--- config.mk ---
export PLATFORM = sky130hd
export DESIGN_NAME = wb_uart_tx
export DESIGN_NICKNAME = d
export VERILOG_FILES = /design/src/rtl/wb_uart_pkg.sv /design/src/rtl/wb_uart_tx_fifo.sv /design/src/rtl/wb_uart_tx.sv
export SDC_FILE = /design/constraint.sdc
export NUM_CORES = 1
export LEC_CHECK = 0
export BUFFER_PORTS_ARGS = -buffer_cell sky130_fd_sc_hd__buf_4
export CAP_MARGIN = 40
export CORE_MARGIN = 2
export CORE_UTILIZATION = 54
export DETAILED_ROUTE_END_ITERATION = 12
export GPL_ROUTABILITY_DRIVEN = 0
export PLACE_DENSITY = 0.81
export SYNTH_ARGS = -nofsm -noshare
export SYNTH_HDL_FRONTEND = slang
export SYNTH_SLANG_ARGS = --single-unit
--- constraint.sdc ---
create_clock -name clk_i -period 3.4 [get_ports clk_i]
set_clock_uncertainty 0.05 [all_clocks]
set_input_delay 0.34 -clock clk_i [delete_from_list [all_inputs] [get_ports clk_i]]
set_output_delay 0.34 -clock clk_i [all_outputs]
set_load 0.01 [all_outputs]
--- src/rtl/wb_uart_pkg.sv ---
// Shared register map, status/control bit positions and TX FSM encoding for wb_uart_tx.
// WB_UART_TX_PARITY_EN adds the PARITY state to the encoding.
package wb_uart_pkg;

    localparam logic [1:0] REG_TXDATA = 2'd0;
    localparam logic [1:0] REG_STATUS = 2'd1;
    localparam logic [1:0] REG_BAUD   = 2'd2;
    localparam logic [1:0] REG_CTRL   = 2'd3;

    localparam int unsigned ST_BUSY_BIT  = 0;
    localparam int unsigned ST_FULL_BIT  = 1;
    localparam int unsigned ST_EMPTY_BIT = 2;
    localparam int unsigned ST_OVF_BIT   = 3;
    localparam int unsigned ST_CNT_LSB   = 8;

    localparam int unsigned CTRL_IRQ_EN_BIT  = 0;
    localparam int unsigned CTRL_PAR_ODD_BIT = 1;

    typedef enum logic [2:0] {
        TX_IDLE   = 3'd0,
        TX_START  = 3'd1,
        TX_DATA   = 3'd2,
        TX_STOP   = 3'd4
`ifdef WB_UART_TX_PARITY_EN
        , TX_PARITY = 3'd3
`endif
    } tx_state_e;

    // A divisor of 0 behaves as 1; the bit counter runs from period-1 down to 0.
    function automatic logic [15:0] bit_period_m1(input logic [15:0] div);
        return (div == 16'd0) ? 16'd0 : div - 16'd1;
    endfunction

endpackage

--- src/rtl/wb_uart_tx_fifo.sv ---
// Byte-wide synchronous TX FIFO; a push to a full FIFO is accepted when a pop happens in the same cycle.
module wb_uart_tx_fifo #(
    parameter int unsigned DEPTH = 16
) (
    input  logic                   clk_i,
    input  logic                   nrst_i,
    input  logic                   push_i,
    input  logic [7:0]             data_i,
    input  logic                   pop_i,
    output logic [7:0]             rd_data_c_o,
    output logic                   full_c_o,
    output logic                   empty_c_o,
    output logic [$clog2(DEPTH):0] count_o
);
    localparam int unsigned AW = $clog2(DEPTH);
    localparam int unsigned CW = AW + 1;

    logic [7:0]    mem_q [DEPTH];
    logic [AW-1:0] wr_ptr_q, wr_ptr_d, rd_ptr_q, rd_ptr_d;
    logic [CW-1:0] count_q, count_d;
    logic          do_push_c, do_pop_c;

    assign empty_c_o   = (count_q == CW'(0));
    assign full_c_o    = (count_q == CW'(DEPTH));
    assign rd_data_c_o = mem_q[rd_ptr_q];
    assign count_o     = count_q;

    always_comb begin
        do_pop_c  = pop_i & ~empty_c_o;
        do_push_c = push_i & (~full_c_o | do_pop_c);
        wr_ptr_d  = do_push_c ? wr_ptr_q + AW'(1) : wr_ptr_q;
        rd_ptr_d  = do_pop_c ? rd_ptr_q + AW'(1) : rd_ptr_q;
        count_d   = count_q;
        if (do_push_c && !do_pop_c) begin
            count_d = count_q + CW'(1);
        end else if (do_pop_c && !do_push_c) begin
            count_d = count_q - CW'(1);
        end
    end

    always_ff @(posedge clk_i or negedge nrst_i) begin
        if (!nrst_i) begin
            wr_ptr_q <= '0;
            rd_ptr_q <= '0;
            count_q  <= '0;
        end else begin
            wr_ptr_q <= wr_ptr_d;
            rd_ptr_q <= rd_ptr_d;
            count_q  <= count_d;
        end
    end

    always_ff @(posedge clk_i) begin
        if (do_push_c) begin
            mem_q[wr_ptr_q] <= data_i;
        end
    end

endmodule

--- src/rtl/wb_uart_tx.sv ---
// Wishbone B3 classic slave driving a FIFO-buffered 8N1 UART transmitter.
// Defining WB_UART_TX_PARITY_EN inserts a parity bit (CTRL bit1 selects odd).
module wb_uart_tx
    import wb_uart_pkg::*;
#(
    parameter int unsigned FIFO_DEPTH   = 16,
    parameter logic [15:0] BAUD_DIV_RST = 16'd868
) (
    input  logic        clk_i,
    input  logic        nrst_i,
    input  logic [3:0]  wb_adr_i,
    input  logic [31:0] wb_dat_i,
    input  logic [3:0]  wb_sel_i,
    input  logic        wb_we_i,
    input  logic        wb_stb_i,
    input  logic        wb_cyc_i,
    output logic [31:0] wb_dat_o,
    output logic        wb_ack_o,
    output logic        wb_err_o,
    output logic        uart_tx,
    output logic        irq_o
);
    localparam int unsigned CNT_W = $clog2(FIFO_DEPTH) + 1;

    logic             ack_q, ack_d, err_q, err_d, ovf_q, ovf_d, irq_q, irq_d, line_q, line_d;
    logic [31:0]      dat_q, dat_d, status_c;
    logic [15:0]      baud_q, baud_d, div_q, div_d, cnt_q, cnt_d;
    logic [1:0]       ctrl_q, ctrl_d;
    logic [7:0]       shift_q, shift_d, rd_data_c;
    logic [2:0]       bit_q, bit_d;
    logic [CNT_W-1:0] fifo_count;
    logic             req_c, bad_c, wr_c, rd_c, push_c, pop_c, load_c, full_c, empty_c;
    logic             unused_c;
    tx_state_e        state_q, state_d;
`ifdef WB_UART_TX_PARITY_EN
    logic             par_q, par_d;
`endif

    assign unused_c = ^{wb_sel_i[3:1], wb_dat_i[31:16]};

    wb_uart_tx_fifo #(.DEPTH(FIFO_DEPTH)) u_fifo (
        .clk_i       (clk_i),
        .nrst_i      (nrst_i),
        .push_i      (push_c),
        .data_i      (wb_dat_i[7:0]),
        .pop_i       (pop_c),
        .rd_data_c_o (rd_data_c),
        .full_c_o    (full_c),
        .empty_c_o   (empty_c),
        .count_o     (fifo_count)
    );

    // Bus decode; offsets with nonzero adr[1:0] are reserved.
    always_comb begin
        req_c  = wb_cyc_i & wb_stb_i & ~ack_q & ~err_q;
        bad_c  = (wb_adr_i[1:0] != 2'b00) | ~wb_sel_i[0];
        wr_c   = req_c & ~bad_c & wb_we_i;
        rd_c   = req_c & ~bad_c & ~wb_we_i;
        push_c = wr_c & (wb_adr_i[3:2] == REG_TXDATA);
    end

    always_comb begin
        status_c                         = '0;
        status_c[ST_BUSY_BIT]            = (state_q != TX_IDLE);
        status_c[ST_FULL_BIT]            = full_c;
        status_c[ST_EMPTY_BIT]           = empty_c;
        status_c[ST_OVF_BIT]             = ovf_q;
        status_c[ST_CNT_LSB +: CNT_W]    = fifo_count;

        ack_d  = req_c & ~bad_c;
        err_d  = req_c & bad_c;
        dat_d  = '0;
        baud_d = baud_q;
        ctrl_d = ctrl_q;
        ovf_d  = ovf_q;
        irq_d  = empty_c & ctrl_q[CTRL_IRQ_EN_BIT];

        if (rd_c) begin
            case (wb_adr_i[3:2])
                REG_STATUS: dat_d = status_c;
                REG_BAUD:   dat_d = 32'(baud_q);
                REG_CTRL:   dat_d = 32'(ctrl_q);
                default:    dat_d = '0;
            endcase
        end
        if (push_c && full_c && !pop_c) begin
            ovf_d = 1'b1;
        end
        if (wr_c) begin
            case (wb_adr_i[3:2])
                REG_STATUS: if (wb_dat_i[ST_OVF_BIT]) ovf_d = 1'b0;
                REG_BAUD:   baud_d = wb_dat_i[15:0];
`ifdef WB_UART_TX_PARITY_EN
                REG_CTRL:   ctrl_d = wb_dat_i[1:0];
`else
                REG_CTRL:   ctrl_d = {1'b0, wb_dat_i[CTRL_IRQ_EN_BIT]};
`endif
                default:    ;
            endcase
        end
    end

    // Transmit FSM; the line register follows the next state so it changes with the state.
    always_comb begin
        state_d = state_q;
        cnt_d   = cnt_q;
        div_d   = div_q;
        shift_d = shift_q;
        bit_d   = bit_q;
        load_c  = 1'b0;
        pop_c   = 1'b0;
        line_d  = 1'b1;
`ifdef WB_UART_TX_PARITY_EN
        par_d   = par_q;
`endif
        unique case (state_q)
            TX_IDLE: load_c = ~empty_c;
            TX_START: begin
                cnt_d = cnt_q - 16'd1;
                if (cnt_q == 16'd0) begin
                    state_d = TX_DATA;
                    cnt_d   = div_q;
                end
            end
            TX_DATA: begin
                cnt_d = cnt_q - 16'd1;
                if (cnt_q == 16'd0) begin
                    cnt_d = div_q;
                    if (bit_q == 3'd7) begin
`ifdef WB_UART_TX_PARITY_EN
                        state_d = TX_PARITY;
`else
                        state_d = TX_STOP;
`endif
                    end else begin
                        shift_d = shift_q >> 1;
                        bit_d   = bit_q + 3'd1;
                    end
                end
            end
`ifdef WB_UART_TX_PARITY_EN
            TX_PARITY: begin
                cnt_d = cnt_q - 16'd1;
                if (cnt_q == 16'd0) begin
                    state_d = TX_STOP;
                    cnt_d   = div_q;
                end
            end
`endif
            TX_STOP: begin
                cnt_d = cnt_q - 16'd1;
                if (cnt_q == 16'd0) begin
                    state_d = TX_IDLE;
                    load_c  = ~empty_c;
                end
            end
            default: state_d = TX_IDLE;
        endcase

        if (load_c) begin
            pop_c   = 1'b1;
            state_d = TX_START;
            shift_d = rd_data_c;
            bit_d   = 3'd0;
            div_d   = bit_period_m1(baud_q);
            cnt_d   = bit_period_m1(baud_q);
`ifdef WB_UART_TX_PARITY_EN
            par_d   = (^rd_data_c) ^ ctrl_q[CTRL_PAR_ODD_BIT];
`endif
        end

        case (state_d)
            TX_START:  line_d = 1'b0;
            TX_DATA:   line_d = shift_d[0];
`ifdef WB_UART_TX_PARITY_EN
            TX_PARITY: line_d = par_d;
`endif
            default:   line_d = 1'b1;
        endcase
    end

    always_ff @(posedge clk_i or negedge nrst_i) begin
        if (!nrst_i) begin
            ack_q   <= 1'b0;
            err_q   <= 1'b0;
            dat_q   <= '0;
            baud_q  <= BAUD_DIV_RST;
            ctrl_q  <= '0;
            ovf_q   <= 1'b0;
            irq_q   <= 1'b0;
            state_q <= TX_IDLE;
            cnt_q   <= '0;
            div_q   <= '0;
            shift_q <= '0;
            bit_q   <= '0;
            line_q  <= 1'b1;
`ifdef WB_UART_TX_PARITY_EN
            par_q   <= 1'b0;
`endif
        end else begin
            ack_q   <= ack_d;
            err_q   <= err_d;
            dat_q   <= dat_d;
            baud_q  <= baud_d;
            ctrl_q  <= ctrl_d;
            ovf_q   <= ovf_d;
            irq_q   <= irq_d;
            state_q <= state_d;
            cnt_q   <= cnt_d;
            div_q   <= div_d;
            shift_q <= shift_d;
            bit_q   <= bit_d;
            line_q  <= line_d;
`ifdef WB_UART_TX_PARITY_EN
            par_q   <= par_d;
`endif
        end
    end

    assign wb_ack_o = ack_q;
    assign wb_err_o = err_q;
    assign wb_dat_o = dat_q;
    assign uart_tx  = line_q;
    assign irq_o    = irq_q;

endmodule
======== Yosys cells after proc, flatten, opt, wreduce, memory -nomap -nowiden ========
Memory sizes are Yosys's and may differ from the RTL's.
Index checks and enable logic that the tools add are counted.
operators by class
  $add $sub $neg .......................... 7
  eq/ne operators ......................... 11
  mux-type cells .......................... 32
  bitwise gates (word level) .............. 20
  reduce and logical (&&, ||, !) cells .... 22
operators with widths
  cell                                                  count
  two-way mux 16 bit                                    4
  case mux 16 bit (3 select lines)                      1
  zero test 16 bit                                      2
  two-way mux 8 bit                                     4
  case mux 16 bit (2 select lines)                      1
  subtractor 16 x 1 -> 16 bit (second input constant)   2
  two-way mux 3 bit                                     9
  case mux 3 bit (4 select lines)                       1
  bitwise AND 1 bit                                     11
  two-way mux 5 bit                                     2
  adder 4 x 1 -> 4 bit (second input constant)          2
  two-way mux 1 bit                                     8
  nonzero test 2 bit                                    4
  NOT 1 bit                                             7
  equality test 3 x 1 -> 1 bit (second input constant)  2
  equality test 3 x 2 -> 1 bit (second input constant)  2
  equality test 3 bit (second input constant)           2
  nonzero test 3 bit                                    2
  adder 5 x 1 -> 5 bit (second input constant)          1
  equality test 5 bit (second input constant)           1
  zero test 5 bit                                       1
  subtractor 5 x 1 -> 5 bit (second input constant)     1
  equality test 2 bit (second input constant)           2
  logical AND 1 bit                                     4
  11 further kinds                                      16
storage, ports and cells
  flip-flop bits (word level) ............. 113
  RAM bits ................................ 128
  input bits .............................. 45
  output and inout bits ................... 36
  word-level logic and storage cells ...... 110
  memories ................................ 1
memories
  memory        words  bits a word  read ports  clocked after Yosys merged registers in  wr ports  RTL line               RTL
  u_fifo.mem_q  16     8            1           0                                        1         wb_uart_tx_fifo.sv:18  logic [7:0] mem_q [DEPTH];

======== Depth between registers and ports, before layout ========
Gate-level depths: netlist of run 1.
  word-level depth ........................ 12
  gate-level depth with buffers ........... 18
  mapped depth without buffers ............ 15

======== Modules after synthesis ========
A second synthesis of run 1 with hierarchy kept.
second synthesis, totals
  cells, all modules ...................... 784
  area total of the unflattened synthesis .. 10159.7 um^2
modules (own cells, without submodules)
  module           instances  cells an instance  area an instance (um^2)  sequential area each (um^2)
  wb_uart_tx_fifo  1          319                5736.8                   4169.0
  wb_uart_tx       1          465                4423.0                   2109.5

======== Worst setup path after synthesis of run 1 ========
No wires, ideal clock.
  path kind ............................... register to register
  start point ............................. register cnt_q[0]
  end point ............................... register u_fifo.count_q[4], in the netlist u_fifo.count_o[4]
  setup time .............................. 0.123 ns
  arrival time ............................ 3.418 ns
  required time ........................... 3.227 ns
  setup slack ............................. -0.191 ns
  cell stages (with the launch flop) ...... 18
  path buffers ............................ 2
  cell sequence ........................... dfrtp_1 > inv_1 > ha_1 > or3b_1 > clkbuf_1 > o21ai_0 > and3_1 > buf_4 > inv_2 > a2111oi_4 > ha_1 > inv_1 > ha_1 > a21o_1 > a21oi_1 > xnor2_1 > nor2_1 > xnor2_1
between the ends
  word-level cells in the longest chain between the ends .. 10
  elaborated cells on any way between the ends .. 13
  those cells by class .................... mux: 4; bitwise: 3; reduce/logical: 6
ends and longest elaborated chain
  item                                 RTL line               RTL
  start: declaration                   wb_uart_tx.sv:27       logic [15:0] baud_q, baud_d, div_q, div_d, cnt_q, cnt_d;
  start signal: assignment             wb_uart_tx.sv:209      cnt_q <= cnt_d;
  zero test 16 bit (*)                 wb_uart_tx.sv:152      if (cnt_q == 16'd0) begin
  two-way mux 1 bit (*)                wb_uart_tx.sv:152
  case mux 1 bit (2 select lines) (*)  wb_uart_tx.sv:116      unique case (state_q)
  two-way mux 1 bit (*)                wb_uart_tx.sv:160      if (load_c) begin
  bitwise AND 1 bit (*)                wb_uart_tx_fifo.sv:29  do_pop_c = pop_i & ~empty_c_o;
  OR 1 bit                             wb_uart_tx_fifo.sv:30  do_push_c = push_i & (~full_c_o | do_pop_c);
  bitwise AND 1 bit                    wb_uart_tx_fifo.sv:30
  zero test 1 bit                      wb_uart_tx_fifo.sv:36  end else if (do_pop_c && !do_push_c) begin
  logical AND 1 bit                    wb_uart_tx_fifo.sv:36
  nonzero test 2 bit (no source line)  -
  end signal: assignment               wb_uart_tx_fifo.sv:49  count_q <= count_d;
  end: declaration                     wb_uart_tx_fifo.sv:20  logic [CW-1:0] count_q, count_d;
Every way passes the cells marked *; elsewhere a longest branch is shown, timed or not.
A chain may end at the register's enable or synchronous reset.

======== Worst setup path after layout of run 1 ========
  start point ............................. register cnt_q[0]
  end point ............................... register u_fifo.count_q[3], in the netlist u_fifo.count_o[3]
The elaborated chain is that of the path after synthesis.

==> impl_metrics.ini, run 1 <==
[drt]
detailedRoute.firstIterationViolations = 803
wirelength_mm = 22.3
detail_route.vias_per_cell = 6.16
ant_nets = 0
avgRoutedWirePerCell_microns = 21.6
drt_first_pass_iters = 5
routed-via-count = 6349
remaining_drc_errors = 0

[die]
initial_core_util_pct = 55.0
die_width_microns = 139
design.die.area_sq_um = 19400
placementRows = 49
floorplan.core_area_sq_um = 18000
io-pin-count = 81
die_height_microns = 139

[pwr]
power-per-cell-area_nw_per_um2 = 667
comb_power_share_pct = 20.7
power.ir.vdd_worst_mv = 0.456
pwr-share-clk_pct = 33.4
switching_share_pct = 27.9
share_seq_of_total_power_pct = 45.9
p_sw_uw = 2120
power.internal_uw = 5490
total_power_uw = 7610
leakagePower_uw = 0.00460

[place]
detailed_place.area_sq_um = 10600
place_ws_ps = 65.7
dp_hpwl_mm = 14.0
dpl.cell_count = 989
placement.io_buffers = 45

[global_routing]
antenna_violations_before_repair = 0
grt_util_all_layers_pct = 23.0
grt_overflow_total = 0
grt_pass1_wl_mm = 35.5
number_of_global_route_vias_before_repair = 6570
maximum_number_of_pins_on_one_net_before_global_route_repair = 55

[yosys]
synth-edff-count = 128
ys.warnings.count = 0
async_flop_share_pct = 43.1
top_post_synthesis_cells_by_area = sky130_fd_sc_hd__edfxtp_1, sky130_fd_sc_hd__dfrtp_1, sky130_fd_sc_hd__mux4_2
yosysTopAreaCell = sky130_fd_sc_hd__edfxtp_1
post_synth_most_frequent_cells = sky130_fd_sc_hd__edfxtp_1, sky130_fd_sc_hd__dfrtp_1, sky130_fd_sc_hd__nor2_1, sky130_fd_sc_hd__nand2_1, sky130_fd_sc_hd__mux4_2
syn-cell-area_sq_um = 9880
synth_cells = 718
postSynthAreaPerCell_sq_um = 13.8
post_synthesis_sequential_element_count = 225
dominantRegCellSynth = sky130_fd_sc_hd__edfxtp_1
most_used_standard_cell_by_instance_count_after_synthesis = sky130_fd_sc_hd__edfxtp_1
ys_seq_area_share_pct = 63.6
synth_largest_type_area_fraction_pct = 38.9
synth_cell_type_count = 55

[finish]
fillers = 1238
antenna_cells = 0
fin_area_sq_um = 11400
finish.net_count = 847
layout.cells.non_filler = 1031
share_of_final_layout_standard_cells_stronger_than_drive_strength_1_pct = 23.4
area_delta_synth_final_pct = 15.6

[setup_path]
setup.worst_path.class = flip-flop to flip-flop
rr_worst_depth = 14
arrival_ps = 3680
critPathCaptureType = flip-flop
worst_setup_path_start_kind = flip-flop
required_ps = 3770
critPathMaxFanout = 7

[sta]
timing_hold_violations_final = 0
timing.fmax_mhz = 302
finalMaxSlewViolations = 0
post-route-worst-setup-slack_ps = 88.5
min_period_ps = 3310
slew-limit-headroom_pct = 43.0
worst-slew-pin-transition_ps = 852
final.period_utilization_pct = 97.4
rsz0062_at_grt = no
finalSetupViolations = 0

[cts]
clk-insertion-delay-late_ps = 510
cts_max_level = 1
cts.path.max_buffers = 3
tritoncts.num_buffers = 23
numClockSinks = 225
cts_root_buffer = sky130_fd_sc_hd__clkbuf_16
cts_setup_buffers = 0
worst_setup_hold_path_clk_slew_ps = 60
cts_tree = done

[outcome]
status = finished, final reports clean

[worst_hold_path]
min_path_cells = 2
min_path_type = input pin to flip-flop

[run]
max_cap_viol_count = 0
==> sequential cells by signal, indices dropped and copies added (netlist names), 3 cells and up <==
| name | cells |
|---|---|
| u_fifo.wr_ptr_q | 4 |
| cnt_q | 16 |
| shift_q | 8 |
| bit_q | 3 |
| baud_q | 16 |
| u_fifo.mem_q | 128 |
| wb_dat_o | 16 |
| state_q | 3 |
| div_q | 16 |
| u_fifo.rd_ptr_q | 4 |
| u_fifo.count_o | 5 |
==> routing by layer <==
metal | up-vias | track usage [%] | part of all wire [%]
li1 | 2773 | - | -
met2 | 329 | 38.9 | 50
met1 | 3183 | 31.4 | 40
met4 | 0 | 7.23 | 2.9
met3 | 64 | 3.41 | 6.7
met5 | - | 0 | 0
==> cell usage in the layout (no fill, tap or decap), types with 7 or more instances in the layout <==
cell type                   synthesis  final
sky130_fd_sc_hd__mux2i_1           18     18
sky130_fd_sc_hd__dfrtp_1           91     89
sky130_fd_sc_hd__buf_4             17     74
sky130_fd_sc_hd__o21ai_0           27     26
sky130_fd_sc_hd__nand3_1           10     10
sky130_fd_sc_hd__nor2b_1           10     10
sky130_fd_sc_hd__edfxtp_1         128    128
sky130_fd_sc_hd__ha_1              14     11
sky130_fd_sc_hd__nor3_1            22     22
sky130_fd_sc_hd__a211oi_1           7      7
sky130_fd_sc_hd__nor2_1            59     59
sky130_fd_sc_hd__or3_1              9      9
sky130_fd_sc_hd__nand2_1           57     57
sky130_fd_sc_hd__a21o_1             8      8
sky130_fd_sc_hd__clkbuf_16          0     23
sky130_fd_sc_hd__conb_1             1     16
sky130_fd_sc_hd__a22oi_1            9      9
sky130_fd_sc_hd__mux4_2            34     34
sky130_fd_sc_hd__mux2_2            18     18
sky130_fd_sc_hd__xor2_1             8      8
sky130_fd_sc_hd__and3_1            14     13
sky130_fd_sc_hd__xnor2_1           21     20
sky130_fd_sc_hd__inv_1             15     13
sky130_fd_sc_hd__a21oi_1           24     22
==> worst paths after layout <==
check / slack, ps / to / startpoint
setup / recovery: 90 / u_fifo.count_o[3] / cnt_q[0]
hold / removal: 10 / baud_q[9] / wb_dat_i[9]
setup reg to reg: 90 / u_fifo.count_o[3] / cnt_q[0]
hold reg to reg: 430 / div_q[14] / div_q[14]
max in group asynchronous: 2170 / baud_q[9] / nrst_i
min in group asynchronous: 390 / u_fifo.count_o[3] / nrst_i
==> area by class of cell <==
| type | instances | area, sq um | share of cell area (%) |
|---|---|---|---|
| well taps | 229 | 287 | 2.51 |
| clock inverters | 11 | 130 | 1.14 |
| clock buffers | 29 | 638 | 5.59 |
| inverters | 16 | 65.1 | 0.570 |
| multi-input cells | 443 | 3380 | 29.7 |
| repair buffers | 78 | 628 | 5.50 |
| flip-flops and latches | 225 | 6280 | 55.0 |
==> worst max-delay path, cell delays in order (launching register included) <==
cell                        delay (ps)
sky130_fd_sc_hd__dfrtp_2           440
sky130_fd_sc_hd__inv_1              80
sky130_fd_sc_hd__ha_2              180
sky130_fd_sc_hd__or3b_4            380
sky130_fd_sc_hd__o21ai_2           160
sky130_fd_sc_hd__and3_4            260
sky130_fd_sc_hd__inv_6              40
sky130_fd_sc_hd__a2111oi_4         320
sky130_fd_sc_hd__ha_2              300
sky130_fd_sc_hd__inv_2              80
sky130_fd_sc_hd__ha_1              340
sky130_fd_sc_hd__a21oi_2           150
sky130_fd_sc_hd__nand2_1           110
sky130_fd_sc_hd__xnor2_2           160
sky130_fd_sc_hd__o21ai_0           160
==> cells by family (layout without fill, tap and decap cells) <==
kind of cell    after synthesis  after routing  share of synthesized area, %
buf+inv                      65            134                          3.17
mux                          70             70                          11.6
compound gates              103            103                          6.92
xor+xnor                     29             29                          2.57
simple gates                210            210                          10.1
fa+ha+maj                    15             15                          1.98
other cells                   1             16                        0.0380
flops                       225            225                          63.6
==> metrics by stage <==
step	hold WS, ps	util (%)	TNS, ps
floorplan	-5.59	-	-17.4
global placement	367	58.8	0
detailed placement	389	59.0	0
CTS	7.17	63.3	0
global route	15.8	63.5	0
finish	12.9	63.5	0
==> timing repair <==
| action | in CTS | in global routing |
|---|---|---|
| endpoints found under the hold margin | 49 | 0 |
| setup endpoints to repair | 2 | 2 |
| resized for setup | 1 | 7 |
| hold buffers | 1 | 0 |
| pin swaps | 0 | 4 |
==> power groups by stage <==
stage / clock network [uW] / logic [uW] / registers (uW)
2_1_floorplan: 0 / 1150 / 3390
3_3_place_gp: 0 / 1350 / 3530
3_5_place_dp: 0 / 1460 / 3540
4_1_cts: 2570 / 1500 / 3500
5_1_grt: 2670 / 1730 / 3530
6_report: 2540 / 1580 / 3490
Power figures use the tool's default switching activity.
==> run 2, diff against run 1 <==
CORE_UTILIZATION = 40   (was 54)
PLACE_DENSITY = 0.64   (was 0.81)
==> impl_metrics.ini, run 2 (synthesized netlist as in run 1, its figures left out) <==
[outcome]
status = finished, final reports clean

[pwr]
switching_share_pct = 27.2
share_seq_of_total_power_pct = 46.2
pwr-share-clk_pct = 33.9
power.ir.vdd_worst_mv = 0.340
comb_power_share_pct = 19.9
p_sw_uw = 2020
power.internal_uw = 5430
power-per-cell-area_nw_per_um2 = 644
leakagePower_uw = 0.00462

[place]
place_ws_ps = 171
placement.io_buffers = 45
dp_hpwl_mm = 13.6

[die]
die_width_microns = 161
die_height_microns = 161
floorplan.core_area_sq_um = 24200
io-pin-count = 81
design.die.area_sq_um = 26000
placementRows = 57
initial_core_util_pct = 40.7

[setup_path]
arrival_ps = 3500
critical_path_depth = 15
worst_path_max_delay_cell = sky130_fd_sc_hd__dfrtp_1
rr_worst_depth = 15
setup.worst_path.class = flip-flop to flip-flop
number_of_buffer_and_inverter_instances_along_the_worst_setup_path = 3
critPathMaxFanout = 4
max_stage_delay_ps = 400
worst_setup_path_start_kind = flip-flop
timing.critical_path.cells = inv_1 -> ha_2 -> or3b_1 -> o21ai_1 -> and3_4 -> inv_6 -> a2111oi_4 -> ha_2 -> inv_2 -> ha_1 -> a21o_1 -> a21oi_2 -> xnor2_1 -> nor2_1 -> xnor2_1
cp_top_family = compound AO/OA/AOI/OAI gates
required_ps = 3750
critPathCaptureType = flip-flop

[finish]
largest_register_ff_count = 128
fillers = 2171
antenna_cells = 0
area_delta_synth_final_pct = 17.2
most_frequent_standard_cell_in_the_layout_excluding_fill_and_tap_cells = sky130_fd_sc_hd__edfxtp_1
regMostFlops = u_fifo.mem_q
layout_common_cells = sky130_fd_sc_hd__edfxtp_1, sky130_fd_sc_hd__dfrtp_1, sky130_fd_sc_hd__buf_4
share_of_final_layout_standard_cells_stronger_than_drive_strength_1_pct = 22.9
finish.net_count = 856

[sta]
slew-limit-headroom_pct = 48.0
final.period_utilization_pct = 92.7
min_period_ps = 3150
rsz0062_at_grt = no
worst-slew-pin-transition_ps = 777
finalSetupViolations = 0
finalMaxSlewViolations = 0
fin_setup_tns_ps = 0
timing_hold_violations_final = 0
post-route-worst-setup-slack_ps = 248
timing.fmax_mhz = 317

[drt]
detailedRoute.firstIterationViolations = 386
ant_nets = 0
avgRoutedWirePerCell_microns = 17.7
drt_first_pass_iters = 5
routed-via-count = 5880
detail_route.vias_per_cell = 5.17
wirelength_mm = 20.1
remaining_drc_errors = 0

[cts]
cts_max_level = 1
cts_tree = done
cts_setup_buffers = 0
tritoncts.num_buffers = 24
clk-insertion-delay-late_ps = 510
worst_setup_hold_path_clk_slew_ps = 60
cts.path.max_buffers = 3
numClockSinks = 225
cts_root_buffer = sky130_fd_sc_hd__clkbuf_16

[global_routing]
grt_overflow_total = 0
maximum_number_of_pins_on_one_net_before_global_route_repair = 44
grt_util_all_layers_pct = 15.7
number_of_global_route_vias_before_repair = 5919
grt_pass1_wl_mm = 32.3
antenna_violations_before_repair = 0

[worst_hold_path]
min_path_cells = 2
min_path_type = input pin to flip-flop

[run]
max_cap_viol_count = 0
[run 2: changes by cell type in the layout (fill, tap and decap cells not counted), moves of 2 or more]
cell	before	now
sky130_fd_sc_hd__bufinv_16	3	1
sky130_fd_sc_hd__buf_4	74	79
sky130_fd_sc_hd__clkbuf_16	23	25
sky130_fd_sc_hd__dlygate4sd3_1	1	6
sky130_fd_sc_hd__clkbuf_1	2	6
[run 2: routing by layer]
layer	track usage (%)	vias to the layer above	wire length, microns
li1	-	2791	-
met1	22.8	2940	9430
met2	25.4	116	9580
met3	1.72	33	685
met4	4.38	0	389
met5	0	-	0
[run 2: power by group through the flow]
stage	Combinational, uW	Sequential, uW	Clock (uW)
after floorplan	1150	3390	0
after global placement	1460	3480	0
after detailed placement	1490	3490	0
after CTS	1500	3440	2590
after global routing	1670	3480	2690
final	1480	3440	2530
[run 2: cell type report]
cell class | instances | area, sq um | share of cell area (%)
repair buffers | 86 | 673 | 5.82
flip-flops and latches | 225 | 6280 | 54.3
inverters | 16 | 65.1 | 0.562
clock buffers | 35 | 703 | 6.08
well taps | 324 | 405 | 3.50
clock inverters | 9 | 77.6 | 0.670
multi-input cells | 443 | 3370 | 29.1
[run 2: what timing repair did]
action / in CTS / in global routing
endpoints found under the setup margin: 0 / 2
endpoints found under the hold margin: 44 / 0
hold buffers: 6 / 0
resized for setup: 0 / 2
[run 2: worst paths after layout]
kind	startpoint	to	slack (ps)
worst max-delay path	cnt_q[1]	u_fifo.count_o[4]	250
worst min-delay path	wb_dat_i[11]	baud_q[11]	20
worst max register to register	cnt_q[1]	u_fifo.count_o[4]	250
worst min register to register	div_q[1]	div_q[1]	420
max in group asynchronous	nrst_i	div_q[11]	2180
min in group asynchronous	nrst_i	wb_dat_o[0]	310
[run 2: per-stage QoR]
stage                     hold WS [ps]  std cells  utilization (%)  area, sq um  power [uW]
after detailed placement           313       1088             44.2        10700        4970
after global routing              12.9       1138             47.7        11600        7840
after CTS                        0.340       1138             47.7        11600        7520
after floorplan                  -5.59        733                -         9960        4550
after global placement             312       1087             44.2        10700        4950
final                             21.7       1138             47.7        11600        7450
==> run 3, diff against run 2 <==
PLACE_DENSITY = 0.63   (was 0.64)
==> impl_metrics.ini, run 3 (synthesized netlist as in run 1, its figures left out) <==
[outcome]
status = finished, final reports clean

[sta]
rsz0062_at_grt = no
worst-slew-pin-transition_ps = 831
post-route-worst-setup-slack_ps = 203
finalSetupViolations = 0
min_period_ps = 3200
timing_hold_violations_final = 0
slew-limit-headroom_pct = 44.6
final.period_utilization_pct = 94.0
timing.fmax_mhz = 313
finalMaxSlewViolations = 0

[setup_path]
arrival_ps = 3530
cp_top_family = compound AO/OA/AOI/OAI gates
required_ps = 3740
timing.critical_path.cells = inv_1 -> ha_2 -> or3b_1 -> o21ai_1 -> and3_4 -> inv_6 -> a2111oi_4 -> ha_2 -> inv_2 -> ha_1 -> a21o_1 -> a21oi_2 -> xnor2_1 -> nor2_1 -> xnor2_1
setup.worst_path.class = flip-flop to flip-flop
worst_path_max_delay_cell = sky130_fd_sc_hd__dfrtp_1
worst_setup_path_start_kind = flip-flop
number_of_buffer_and_inverter_instances_along_the_worst_setup_path = 3
critPathMaxFanout = 4
max_stage_delay_ps = 400
critPathCaptureType = flip-flop

[drt]
detailedRoute.firstIterationViolations = 472
wirelength_mm = 20.0
detail_route.vias_per_cell = 5.28
avgRoutedWirePerCell_microns = 17.8
drt_first_pass_iters = 5
remaining_drc_errors = 0
routed-via-count = 5951
ant_nets = 0

[die]
die_width_microns = 161
design.die.area_sq_um = 26000
die_height_microns = 161
floorplan.core_area_sq_um = 24200
initial_core_util_pct = 40.7
placementRows = 57
io-pin-count = 81

[finish]
fillers = 2171
finish.net_count = 850
regMostFlops = u_fifo.mem_q
largest_register_ff_count = 128
antenna_cells = 0
layout_common_cells = sky130_fd_sc_hd__edfxtp_1, sky130_fd_sc_hd__dfrtp_1, sky130_fd_sc_hd__buf_4
most_frequent_standard_cell_in_the_layout_excluding_fill_and_tap_cells = sky130_fd_sc_hd__edfxtp_1
share_of_final_layout_standard_cells_stronger_than_drive_strength_1_pct = 22.5
area_delta_synth_final_pct = 16.2

[global_routing]
grt_pass1_wl_mm = 32.5
maximum_number_of_pins_on_one_net_before_global_route_repair = 52
antenna_violations_before_repair = 0
grt_util_all_layers_pct = 15.8
number_of_global_route_vias_before_repair = 5876
grt_overflow_total = 0

[cts]
cts_root_buffer = sky130_fd_sc_hd__clkbuf_16
numClockSinks = 225
cts_tree = done
clk-insertion-delay-late_ps = 500
tritoncts.num_buffers = 23
cts.path.max_buffers = 3
worst_setup_hold_path_clk_slew_ps = 60
cts_max_level = 1

[pwr]
total_power_uw = 7360
leakagePower_uw = 0.00457
power.ir.vdd_worst_mv = 0.389
power-per-cell-area_nw_per_um2 = 642

[run]
max_cap_viol_count = 0

[place]
placement.io_buffers = 45
place_ws_ps = 136
dp_hpwl_mm = 13.5

[worst_hold_path]
min_path_type = input pin to flip-flop
[run 3: repair_timing]
item                                   4_1_cts  5_1_grt
setup endpoints to repair                    0        2
gates resized for setup                      0        2
buffers inserted                             0        0
endpoints found under the hold margin       48        0
hold buffers                                 1        0
[run 3: report_power, final]
| part | switching, uW | internal (uW) |
|---|---|---|
| Combinational | 738 | 751 |
| Clock | 981 | 1460 |
| Sequential | 271 | 3160 |
[run 3: per-layer routing]
| metal | GRT usage [%] | routed length [microns] |
|---|---|---|
| met1 | 22.4 | 9020 |
| met2 | 25.8 | 9740 |
| met3 | 2.36 | 1060 |
| met4 | 3.77 | 225 |
| met5 | 0 | 0 |
[run 3: layout make-up]
type	instances	area (sq um)	area share (%)
multi-input combinational	443	3370	29.3
timing repair buffer	81	636	5.54
inverter	16	65.1	0.567
clock inverter	13	141	1.23
clock buffer	25	583	5.08
tap	324	405	3.53
sequential	225	6280	54.7
[run 3: through the flow]
step	cells	setup TNS (ps)	cell area [sq um]	hold slack [ps]	utilization [%]
global route	1127	0	11500	5.43	47.3
global placement	1087	0	10700	366	44.3
detailed placement	1088	0	10700	370	44.3
CTS	1127	0	11500	1.15	47.3
finish	1127	0	11500	21.7	47.3
floorplan	733	-17.4	9960	-5.59	-
[run 3: worst paths after layout]
check	cells after the start	slack, ps	startpoint	to
worst max-delay path	15	200	cnt_q[1]	u_fifo.count_o[4]
worst min register to register	2	420	div_q[1]	div_q[1]
max in group asynchronous	3	2190	nrst_i	uart_tx
worst max register to register	15	200	cnt_q[1]	u_fifo.count_o[4]
worst min-delay path	2	20	wb_dat_i[8]	baud_q[8]
min in group asynchronous	2	360	nrst_i	baud_q[11]
